$ cat src/rtl/ctrl_sequencer_if.sv
// rtl/ctrl_sequencer_if.sv - instruction handshake and datapath control bus of the sequencer
interface ctrl_sequencer_if #(
    parameter int CNT_W = 4
);
    logic [8+CNT_W-1:0] instr;
    logic               instr_valid;
    logic               instr_ready;
    logic [7:0]         ctrl_bus;
    logic               busy;
    logic               op_last;

    modport master (
        output instr, instr_valid,
        input  instr_ready, ctrl_bus, busy, op_last
    );

    modport slave (
        input  instr, instr_valid,
        output instr_ready, ctrl_bus, busy, op_last
    );
endinterface

$ cat src/rtl/ctrl_sequencer.sv
// rtl/ctrl_sequencer.sv - expands macro-instructions into per-cycle datapath control words
// Optional SEQ_SINGLE_STEP_EN adds a step input that gates every RUN advance.
module ctrl_sequencer #(
    parameter int CNT_W = 4
) (
    input  logic                clk,
    input  logic                rst_n,
`ifdef SEQ_SINGLE_STEP_EN
    input  logic                step,
`endif
    ctrl_sequencer_if.slave     bus
);
    typedef enum logic { IDLE = 1'b0, RUN = 1'b1 } state_t;
    typedef enum logic [1:0] {
        MODE_SINGLE = 2'b00,
        MODE_ACCUM  = 2'b01,
        MODE_HOLD   = 2'b10,
        MODE_LOADR  = 2'b11
    } mode_t;

`ifndef SEQ_SINGLE_STEP_EN
    logic step;
    assign step = 1'b1;
`endif

    state_t             state, state_nxt;
    mode_t              mode_q, mode_nxt;
    logic [CNT_W-1:0]   counter, counter_nxt;
    logic [2:0]         alu_q, alu_nxt;
    logic [1:0]         shift_q, shift_nxt;
    logic               src_q, src_nxt;
    logic               first_q, first_nxt;
    logic               last;
    logic               accept;
    logic [7:0]         word;

    assign last            = (state == RUN) && (counter == '0);
    assign bus.op_last     = last;
    assign bus.busy        = (state == RUN);
    assign bus.instr_ready = (state == IDLE) | (last & step);
    assign accept          = bus.instr_valid & bus.instr_ready;

    always_ff @(posedge clk) begin
        if (!rst_n) begin
            state   <= IDLE;
            mode_q  <= MODE_SINGLE;
            counter <= '0;
            alu_q   <= 3'd0;
            shift_q <= 2'd0;
            src_q   <= 1'b0;
            first_q <= 1'b0;
        end else begin
            state   <= state_nxt;
            mode_q  <= mode_nxt;
            counter <= counter_nxt;
            alu_q   <= alu_nxt;
            shift_q <= shift_nxt;
            src_q   <= src_nxt;
            first_q <= first_nxt;
        end
    end

    // An accept while on the last word overrides the retire, giving back-to-back issue.
    always_comb begin
        state_nxt   = state;
        mode_nxt    = mode_q;
        counter_nxt = counter;
        alu_nxt     = alu_q;
        shift_nxt   = shift_q;
        src_nxt     = src_q;
        first_nxt   = first_q;
        if (accept) begin
            state_nxt = RUN;
            mode_nxt  = mode_t'(bus.instr[7:6]);
            alu_nxt   = bus.instr[2:0];
            src_nxt   = bus.instr[3];
            shift_nxt = bus.instr[5:4];
            first_nxt = 1'b1;
            if ((bus.instr[7:6] == MODE_ACCUM) || (bus.instr[7:6] == MODE_HOLD))
                counter_nxt = bus.instr[8+CNT_W-1:8];
            else
                counter_nxt = '0;
        end else if ((state == RUN) && step) begin
            if (counter == '0) begin
                state_nxt = IDLE;
            end else begin
                counter_nxt = counter - CNT_W'(1);
                first_nxt   = 1'b0;
            end
        end
    end

    // ACCUM takes B on its first word, R feedback afterwards, and loads Q on the last word.
    always_comb begin
        word = 8'h00;
        case (mode_q)
            MODE_SINGLE: word = {2'b11, shift_q, src_q, alu_q};
            MODE_ACCUM:  word = {1'b1, last, shift_q, ~first_q, alu_q};
            MODE_HOLD:   word = 8'h00;
            MODE_LOADR:  word = {2'b10, shift_q, src_q, alu_q};
            default:     word = 8'h00;
        endcase
    end

    assign bus.ctrl_bus = ((state == RUN) && step) ? word : 8'h00;
endmodule

$ cat src/flat_wrapper.sv
// flat-port wrapper written by rule: the top's interface ports become plain ports
module ctrl_sequencer_flat 
#(
    parameter int CNT_W = 4
)
  (clk, rst_n, bus_instr, bus_instr_valid, bus_instr_ready, bus_ctrl_bus, bus_busy, bus_op_last);
  ctrl_sequencer_if #(.CNT_W(CNT_W)) bus_i ();
  input  logic clk;
  input  logic rst_n;
  input wire logic [$bits(bus_i.instr)-1:0] bus_instr;
  input wire logic [$bits(bus_i.instr_valid)-1:0] bus_instr_valid;
  output wire logic [$bits(bus_i.instr_ready)-1:0] bus_instr_ready;
  output wire logic [$bits(bus_i.ctrl_bus)-1:0] bus_ctrl_bus;
  output wire logic [$bits(bus_i.busy)-1:0] bus_busy;
  output wire logic [$bits(bus_i.op_last)-1:0] bus_op_last;
  assign bus_i.instr = bus_instr;
  assign bus_i.instr_valid = bus_instr_valid;
  assign bus_instr_ready = bus_i.instr_ready;
  assign bus_ctrl_bus = bus_i.ctrl_bus;
  assign bus_busy = bus_i.busy;
  assign bus_op_last = bus_i.op_last;
  ctrl_sequencer #(.CNT_W(CNT_W)) u_core (.clk(clk), .rst_n(rst_n), .bus(bus_i));
endmodule
$ cat config.mk
export PLATFORM = sky130hd
export DESIGN_NAME = ctrl_sequencer_flat
export DESIGN_NICKNAME = d
export VERILOG_FILES = /design/src/rtl/ctrl_sequencer_if.sv /design/src/rtl/ctrl_sequencer.sv /design/src/flat_wrapper.sv
export SDC_FILE = /design/constraint.sdc
export NUM_CORES = 1
export LEC_CHECK = 0
export CAP_MARGIN = 10
export CORE_MARGIN = 2
export CORE_UTILIZATION = 44
export DETAILED_ROUTE_END_ITERATION = 8
export PLACE_DENSITY = 0.77
export SLEW_MARGIN = 5
export SYNTH_ARGS = -nofsm -noshare
export SYNTH_HDL_FRONTEND = slang
export SYNTH_SLANG_ARGS = --single-unit
$ cat constraint.sdc
create_clock -name clk -period 1.8 [get_ports clk]
set_input_delay 0.45 -clock clk [delete_from_list [all_inputs] [get_ports clk]]
set_output_delay 0.45 -clock clk [all_outputs]
set_load 0.1 [all_outputs]
==> results.toml <==
[status]
status = "finished, violations left"
violations = "setup timing"

[synth]
synth_compound_area_share_pct = 27.74
syn-instance-count = 95
synthesis.area_um2 = 798.3
ys_seq_area_share_pct = 35.11
yosysWarnings = 0
ys.flop_type = "dfxtp_1"
synthSimpleGateAreaFrac_pct = 23.35
syn_avg_cell_area_um2 = 8.403
synth_mux_area_share_pct = 0
synth_xor_area_share_pct = 2.194
ys_async_sr_fraction_pct = 0
ys_ff_latch = 14
synth.distinct_cells = 32
syn_nets = 111
synth_top_family_by_area = "compound AO/OA/AOI/OAI gates"
synth_edf_count = 0
synth_fa_ha_area_share_pct = 1.567

[finish]
fin_nets = 153
antennaDiodeCount = 0
most-common-layout-cells = "buf_4 (17), clkdlybuf4s50_1 (14), buf_12 (11)"
layout_commonest_cell = "buf_4"
syn_to_final_growth_pct = 79.00
drive_above_1_share_pct = 43.38
finalNonFillerCells = 161

[grt]
grt_pass1_vias = 897
grt_max_degree = 12
overflow = 0
grt_pass1_wl_mm = 3.850
grtUsageTotal_pct = 26.06
antenna_found_initial = 0

[clock_tree]
clock-sinks = 14
clk_latency_ns = 0.29
cts_made_buffers = 3
ctsLongestPathBuffers = 2
cts_max_level = 1
clkTransAtPathRegs_ns = 0.09
cts_tree = "built"
clockRootBuffer = "clkbuf_4"
cts_hold_buf = 0

[power_and_ir_drop]
ir_drop_v = 0.0005729
power_density_nw_per_um2 = 784.6
p_leak_nw = 0.5429
totalPowerFinal_w = 0.001121

[critical_path]
worst-endpoint-arrival_ns = 1.67
path_max_fanout = 2
crit_path_top_delay_cell = "or3b_4"
crit_type = "reg2out"
crit_path_end_kind = "output port"
path_cells = "inv_2 > ha_4 > or3b_4 > a211oi_4 > buf_12"
start_kind = "register"
crit_required_ns = 1.35
cpPeakStageDelay_ns = 0.39

[sta]
relSlewSlack_pct = 74.88
hold_viol = 0
min_period_over_period_pct = 117.9
drv_slew = 0
fin_crit_ns = 2.123
max_freq_mhz = 471.1
fin_ws_ns = -0.3228
tightest_slew_ns = 0.3756
finalSetupViolCount = 8
whs_ns = 0.4725
rsz0062_at_grt = "yes"
finClkSkew_ns = 0.005045

[drt]
drt_iter0_drc = 21
vias_per_cell = 5.901
wl_mm = 2.509
wire_per_inst_um = 15.58
vias = 950
drc_errors = 0
drt_pass1_iterations = 4
ant_nets = 0

[floorplanning]
start_util_pct = 46.74
dieArea_um2 = 2171
die_h_um = 46.60
core_um2 = 1708
die-width_um = 46.60
num_rows = 15
io_pins = 26

[flow_run]
drv_cap = 0

[place]
dp_cells = 151
dp_hpwl_mm = 1.789
place.gp.congestion = 0.8678
portBuffers = 25

[worst_hold_path]
hold_path_class = "reg2reg"
[synthesized netlist by cell type (2+ instances only)]
cell type / number / area [um2]
a21oi_1: 9 / 45.04
a31oi_1: 3 / 18.77
and2_1: 5 / 31.28
buf_2: 2 / 10.01
buf_6: 2 / 22.52
clkbuf_1: 3 / 11.26
dfxtp_1: 14 / 280.3
inv_1: 6 / 22.52
nand2_1: 2 / 7.510
nand3_1: 10 / 50.05
nor2_1: 8 / 30.03
o2111ai_1: 2 / 17.52
o211ai_1: 9 / 67.56
o311a_1: 2 / 20.02
[registers in the layout, indices dropped and copies added (netlist names)]
name	flops
u_core.alu_q	3
u_core.bus.busy	1
u_core.counter	4
u_core.first_q	1
u_core.mode_q	2
u_core.shift_q	2
u_core.src_q	1
[worst max-delay path: cells and delay by family (launching register included)]
family	cells	cell delay, ns
AND/OR/NAND/NOR	1	0.39
flip-flops	1	0.33
buffers and inverters	2	0.27
AO/OA/AOI/OAI	1	0.26
adder cells (fa/ha/maj)	1	0.12
[final cells by class]
class | instances | area, um2
well taps | 25 | 31.28
multi-input cells | 67 | 519.2
clock buffers | 4 | 36.28
fillers | 93 | 279.0
flip-flops and latches | 14 | 294.0
repair buffers | 45 | 521.8
inverters | 6 | 26.28
[metal layers]
layer / GRT usage, % / wire, um / vias up
met4: 18.86 / 110 / 0
met2: 44.72 / 1256 / 52
met5: 0 / 0 / -
met3: 6.667 / 177 / 14
li1: - / - / 437
met1: 27.00 / 963 / 447
[logic make-up after synthesis]
| logic type | after synthesis |
|---|---|
| adder cells (fa/ha/maj) | 1 |
| AO/OA/AOI/OAI | 32 |
| flip-flops | 14 |
| buffers and inverters | 14 |
| XOR/XNOR | 2 |
| AND/OR/NAND/NOR | 32 |
[final timing paths]
check,to,from,slack (ns),depth (start not counted)
setup reg to reg,u_core.alu_q[2]$_SDFFE_PN0N_,u_core.counter[0]$_SDFFE_PN0P_,0.15,9
hold reg to reg,u_core.shift_q[0]$_SDFFE_PN0N_,u_core.shift_q[0]$_SDFFE_PN0N_,0.47,2
setup / recovery,bus_ctrl_bus[6],u_core.counter[0]$_SDFFE_PN0P_,-0.32,5
hold / removal,u_core.shift_q[0]$_SDFFE_PN0N_,u_core.shift_q[0]$_SDFFE_PN0N_,0.47,2
[stage by stage]
step	setup slack [ns]	setup TNS, ns	utilization, %	instance area, um2
CTS	-0.3218	-1.050	81.61	1394
floorplan	-0.5139	-3.527	-	868.3
finish	-0.3228	-1.142	83.66	1429
detailed placement	-0.05176	-0.2664	76.56	1308
global placement	-0.02124	-0.02124	76.56	1308
global route	-0.3659	-1.707	83.66	1429
[power by group]
part	switching [W]	internal (W)	total, W
Clock	0.000114	0.000123	0.000237
Combinational	0.000293	0.000233	0.000526
Sequential	0.0000226	0.000335	0.000358
[what timing repair did]
| item | 4_1_cts | 5_1_grt |
|---|---|---|
| setup endpoints to repair | 10 | 10 |
| pin swaps | 3 | 2 |
| setup buffers | 5 | 1 |
| gates resized for setup | 6 | 7 |
Note: power is estimated with default switching activity, not from simulation.
